==> src/rtl/load_pkg.sv <==
// ---------------------------------------------------------------------------
// load_pkg
// Shared definitions for the data-memory load path.
//   - size encodings of a load request (SZ_BYTE/SZ_HALF/SZ_WORD/SZ_RSVD)
//   - load FSM state type (IDLE/READ/RESP)
//   - width of the byte-lane offset within a 32-bit word
// Optional feature macro used by the users of this package:
// LOAD_ALIGN_CHECK_EN.
// ---------------------------------------------------------------------------
package load_pkg;

    localparam int OFF_W = 2;

    typedef enum logic [1:0] {
        SZ_BYTE = 2'b00,
        SZ_HALF = 2'b01,
        SZ_WORD = 2'b10,
        SZ_RSVD = 2'b11
    } size_e;

    typedef enum logic [1:0] {
        IDLE = 2'b00,
        READ = 2'b01,
        RESP = 2'b10
    } state_e;

endpackage

==> src/rtl/load_extract.sv <==
// ---------------------------------------------------------------------------
// load_extract
// Combinational lane extraction and sign/zero extension for a load.
// Ports:
//   word_i   [31:0]  word read from memory
//   offset_i [1:0]   byte offset of the load address within the word
//   size_i   [1:0]   load size (load_pkg size encoding)
//   signed_i         1 = sign-extend, 0 = zero-extend (ignored for word)
//   data_o   [31:0]  extended result, 0 when err_o is set
//   err_o            reserved size, or misaligned access when checking
// Macro LOAD_ALIGN_CHECK_EN: when defined, misaligned halfword/word loads
// raise err_o; otherwise alignment is forced by ignoring low offset bits.
// ---------------------------------------------------------------------------
module load_extract
    import load_pkg::*;
(
    input  logic [31:0]      word_i,
    input  logic [OFF_W-1:0] offset_i,
    input  logic [1:0]       size_i,
    input  logic             signed_i,
    output logic [31:0]      data_o,
    output logic             err_o
);

    logic [7:0]  byte_lane;
    logic [15:0] half_lane;

    always_comb begin
        byte_lane = word_i[7:0];
        case (offset_i)
            2'd0: byte_lane = word_i[7:0];
            2'd1: byte_lane = word_i[15:8];
            2'd2: byte_lane = word_i[23:16];
            2'd3: byte_lane = word_i[31:24];
            default: byte_lane = word_i[7:0];
        endcase
        // Halfword lane is chosen by offset bit 1 only; bit 0 is either
        // ignored or flagged below.
        half_lane = offset_i[1] ? word_i[31:16] : word_i[15:0];
    end

    always_comb begin
        data_o = '0;
        err_o  = 1'b0;
        case (size_i)
            SZ_BYTE: data_o = {{24{signed_i & byte_lane[7]}}, byte_lane};
            SZ_HALF: begin
                data_o = {{16{signed_i & half_lane[15]}}, half_lane};
`ifdef LOAD_ALIGN_CHECK_EN
                if (offset_i[0]) begin
                    data_o = '0;
                    err_o  = 1'b1;
                end
`endif
            end
            SZ_WORD: begin
                data_o = word_i;
`ifdef LOAD_ALIGN_CHECK_EN
                if (offset_i != '0) begin
                    data_o = '0;
                    err_o  = 1'b1;
                end
`endif
            end
            default: begin
                data_o = '0;
                err_o  = 1'b1;
            end
        endcase
    end

endmodule

==> src/rtl/load_unit.sv <==
// ---------------------------------------------------------------------------
// load_unit
// CPU-side read initiator for the word-organised data memory. Accepts one
// load at a time, holds the memory read for READ_LAT cycles, extracts and
// extends the addressed lane and returns it with a one-cycle valid pulse.
// Parameters:
//   ADDR_W   word-address width to memory
//   READ_LAT cycles from mem_rd assertion to valid mem_rdata (1..7)
// Ports:
//   clk, rst            clock, synchronous active-high reset
//   req_valid/req_ready request handshake (ready only when idle)
//   req_addr [31:0]     byte address
//   req_size [1:0]      00 byte, 01 half, 10 word, 11 reserved
//   req_signed          sign-extend when set (ignored for word)
//   mem_rd, mem_addr    memory read strobe and word address
//   mem_rdata [31:0]    memory read data
//   rsp_valid           one-cycle result pulse
//   rsp_data, rsp_err   result and error flag, held until next response
//   busy                pipeline stall, inverse of req_ready
// Macro LOAD_ALIGN_CHECK_EN enables misalignment errors in load_extract.
// ---------------------------------------------------------------------------
module load_unit
    import load_pkg::*;
#(
    parameter int ADDR_W   = 7,
    parameter int READ_LAT = 1
) (
    input  logic              clk,
    input  logic              rst,
    input  logic              req_valid,
    output logic              req_ready,
    input  logic [31:0]       req_addr,
    input  logic [1:0]        req_size,
    input  logic              req_signed,
    output logic              mem_rd,
    output logic [ADDR_W-1:0] mem_addr,
    input  logic [31:0]       mem_rdata,
    output logic              rsp_valid,
    output logic [31:0]       rsp_data,
    output logic              rsp_err,
    output logic              busy
);

    localparam logic [2:0] LAST_CNT = 3'(READ_LAT - 1);

    state_e             state_q, state_d;
    logic [2:0]         cnt_q, cnt_d;
    logic [OFF_W-1:0]   off_q;
    logic [1:0]         size_q;
    logic               sgn_q;
    logic [ADDR_W-1:0]  addr_q;
    logic [31:0]        data_q;
    logic               err_q;

    logic [31:0]        ext_data;
    logic               ext_err;
    logic               handshake;
    logic               capture;

    // Address bits above the word-address range are ignored (wrap-around).
    logic               unused_addr_bits;
    assign unused_addr_bits = ^req_addr[31:ADDR_W+2];

    assign handshake = req_valid && (state_q == IDLE);
    assign capture   = (state_q == READ) && (cnt_q == LAST_CNT);

    load_extract u_extract (
        .word_i   (mem_rdata),
        .offset_i (off_q),
        .size_i   (size_q),
        .signed_i (sgn_q),
        .data_o   (ext_data),
        .err_o    (ext_err)
    );

    always_comb begin
        state_d = state_q;
        cnt_d   = cnt_q;
        case (state_q)
            IDLE: begin
                cnt_d = '0;
                if (req_valid) state_d = READ;
            end
            READ: begin
                if (cnt_q == LAST_CNT) begin
                    state_d = RESP;
                    cnt_d   = '0;
                end else begin
                    cnt_d = cnt_q + 3'd1;
                end
            end
            RESP:    state_d = IDLE;
            default: state_d = IDLE;
        endcase
    end

    always_ff @(posedge clk) begin
        if (rst) begin
            state_q <= IDLE;
            cnt_q   <= '0;
            off_q   <= '0;
            size_q  <= SZ_BYTE;
            sgn_q   <= 1'b0;
            addr_q  <= '0;
            data_q  <= '0;
            err_q   <= 1'b0;
        end else begin
            state_q <= state_d;
            cnt_q   <= cnt_d;
            if (handshake) begin
                off_q  <= req_addr[OFF_W-1:0];
                size_q <= req_size;
                sgn_q  <= req_signed;
                addr_q <= req_addr[ADDR_W+1:2];
            end
            // Extraction runs on the live read word in the last READ cycle,
            // so the registered result is ready exactly when RESP begins.
            if (capture) begin
                data_q <= ext_data;
                err_q  <= ext_err;
            end
        end
    end

    assign req_ready = (state_q == IDLE);
    assign busy      = ~req_ready;
    assign mem_rd    = (state_q == READ);
    assign mem_addr  = addr_q;
    assign rsp_valid = (state_q == RESP);
    assign rsp_data  = data_q;
    assign rsp_err   = err_q;

endmodule

==> config.mk <==
export PLATFORM = sky130hd
export DESIGN_NAME = load_unit
export DESIGN_NICKNAME = d
export VERILOG_FILES = /design/src/rtl/load_pkg.sv /design/src/rtl/load_extract.sv /design/src/rtl/load_unit.sv
export SDC_FILE = /design/constraint.sdc
export NUM_CORES = 1
export LEC_CHECK = 0
export ABC_AREA = 0
export CORE_ASPECT_RATIO = 1.2
export CORE_MARGIN = 8
export CORE_UTILIZATION = 43
export CTS_CLUSTER_DIAMETER = 200
export DETAILED_ROUTE_END_ITERATION = 10
export PLACE_DENSITY = 0.85
export RECOVER_POWER = 100
export SETUP_SLACK_MARGIN = 0.4
export SYNTH_ARGS = -nofsm -noshare
export SYNTH_HDL_FRONTEND = slang
export SYNTH_SLANG_ARGS = --single-unit
==> constraint.sdc <==
create_clock -name clk -period 4.6 [get_ports clk]
set_input_delay 0.69 -clock clk [delete_from_list [all_inputs] [get_ports clk]]
set_output_delay 0.69 -clock clk [all_outputs]
set_load 0.01 [all_outputs]
==> out/qor.yml <==
sta:
  maxSlewHeadroom: 0.367
  fin_tns_setup_ns: 0
  whs_ns: 0.455
  rsz0062_at_grt: "false"
  fmax_mhz: 309
  finalCritPeriodShare: 0.703
  setup_viol: 0
  finalHoldViolations: 0
  finalCriticalPeriod_ns: 3.23
  maxSlewViolCount: 0
  setup_ws_ns: 1.37
  skew_ns: 0.00606
  worst_slew_pin_slew_ns: 0.950
synthesis:
  ys_ff_latch: 50
  synth_edf_count: 0
  yosys_warnings: 0
  synth.distinct_cells: 38
  yosys.area_share.simple: 0.152
  synth_nets: 308
  synth_mux_area_frac: 0.0549
  synth-compound-area-share: 0.276
  synth_top_family_by_area: "compound AO/OA/AOI/OAI gates"
  syn_area_um2: 2250
  seq_area_frac_synth: 0.444
  async_flop_share: 0
  avgSynthCellArea_um2: 9.55
  synth_cells: 236
  synthFlopType: "dfxtp_1"
  yosys.area_share.adder: 0.0111
  synth_xor_area_frac: 0
placement:
  dp_slack_ns: 1.50
  place_area_um2: 3170
  portBuffers: 90
  globalplace.congestion: 0.829
  dp_cells: 374
  place_hpwl_mm: 4.92
clocking:
  clk_latency_ns: 0.29
  h-tree-depth: 2
  clock_path_buffers: 2
  cts_tree: "built"
  cts_hold_buffers: 0
  post_cts_resized: 0
  clkSlewWorstSetupHoldPaths_ns: 0.08
  clkSinkCount: 50
  root_buffer: "clkbuf_8"
  post-cts-setup-buffers: 0
  numCtsBuffers: 5
detailed_routing:
  ant_nets: 0
  drt_iter0_drc: 102
  routedWlPerCell_um: 17.0
  wl_mm: 6.44
  route.vias.total: 2127
  drc: 0
  viasPerCell: 5.60
  dr.pass1.iters: 4
final_layout:
  final_area_um2: 3230
  syn2layout_area_growth_pct: 43.4
  layout_common_cells: "dfxtp_1 (50), dlygate4sd3_1 (46), clkdlybuf4s50_1 (44), nand2_1 (29), a21oi_1 (23)"
  n_fill_cell: 460
  layout_commonest_cell: "dfxtp_1"
  final_cells: 380
  final_layout_size_suffix_gt1_frac: 0.0723
  nets: 391
  diodes: 0
  final_core_util: 0.623
hold_path:
  hp-class: "reg -> reg"
  hold-path-cell-count: 2
grt:
  antenna_found_initial: 0
  grtUsageMet3: 0.0538
  grt_overflow: 0
  met1_usage: 0.190
  grt_util_all_layers: 0.166
  top_usage_layer: "met2"
  grt_pass1_wl_mm: 10.2
  grt_pass1_vias: 2144
  grt_max_degree: 32
  met2_usage: 0.275
power:
  p_per_area_nw_per_um2: 273
  p_total_uw: 883
  peakVddDrop_uv: 149
  power.leakage_nw: 1.30
worst_setup_path:
  ff2ff_path_depth: 4
  arrival_ns: 3.47
  path_max_fanout: 16
  crit_type: "in -> reg"
  critPathRequiredTime_ns: 4.84
  cp-start-kind: "primary input"
  end_kind: "register"
die:
  die_x_um: 82.1
  core_um2: 5190
  fp.dieH_um: 95.3
  dieArea_um2: 7830
  initial_core_util: 0.435
  std_cell_rows: 29
  io_pins: 114
job:
  maxCapViolCount: 0
status:
  status: "finished, final reports clean"
[final timing paths]
kind,slack [ns],start,endpoint
hold / removal,0.46,mem_addr[4],mem_addr[4]
setup reg to reg,2.14,off_q[1],rsp_data[25]
hold reg to reg,0.46,mem_addr[4],mem_addr[4]
setup / recovery,1.37,rst,rsp_data[25]
[worst max-delay path: stages]
cell and delay (ns):
dlygate4sd3_1 0.68, clkbuf_1 0.35, inv_1 0.15, nand4_1 0.38, a2111oi_4 0.99, a221o_1 0.22
[cells by family after synthesis]
| logic type | Yosys count |
|---|---|
| compound gates | 80 |
| fa+ha+maj | 2 |
| buf+inv | 32 |
| flops | 50 |
| mux | 11 |
| simple gates | 61 |
[synthesized netlist by cell type, types with 2 or more instances]
master,instances,share of area
dfxtp_1,50,0.44
nand2_1,29,0.048
a21oi_1,23,0.051
a221o_1,22,0.098
inv_1,16,0.027
o21ai_0,12,0.027
clkbuf_1,10,0.017
mux2i_1,9,0.040
a32o_1,8,0.036
o21ai_1,8,0.018
nand3_1,7,0.016
or2_2,6,0.017
nor2_1,5,0.0083
a2111oi_4,2,0.024
a21o_1,2,0.0067
and2_1,2,0.0055
buf_2,2,0.0044
buf_6,2,0.010
ha_1,2,0.011
[state kept, by name (all words and copies together) (netlist names)]
name / count
size_q: 2
cnt_q: 3
rsp_data: 32
state_q: 2
mem_addr: 7
sgn_q: 1
rsp_err: 1
off_q: 2
[area by class of cell]
| class | count | area, um2 | area share |
|---|---|---|---|
| multi-input cells | 154 | 1100 | 0.340 |
| flip-flops and latches | 50 | 1000 | 0.310 |
| inverters | 16 | 60.1 | 0.0186 |
| clock buffers | 6 | 82.6 | 0.0255 |
| repair buffers | 92 | 912 | 0.282 |
| well taps | 62 | 77.6 | 0.0240 |
[report_power, final]
group          switching, mW  leakage [nW]  internal [mW]  total, mW
Clock                  0.135        0.0431          0.116      0.252
Combinational         0.0734         0.854         0.0878      0.161
Sequential            0.0196         0.406          0.450      0.470
Total                  0.228          1.30          0.655      0.883
[per-layer routing]
| metal | share of wire | vias to the layer above |
|---|---|---|
| li1 | - | 1037 |
| met1 | 0.41 | 1007 |
| met2 | 0.49 | 74 |
| met3 | 0.080 | 9 |
| met4 | 0.017 | 0 |
| met5 | 0 | - |
(Power assumes the default switching activity.)
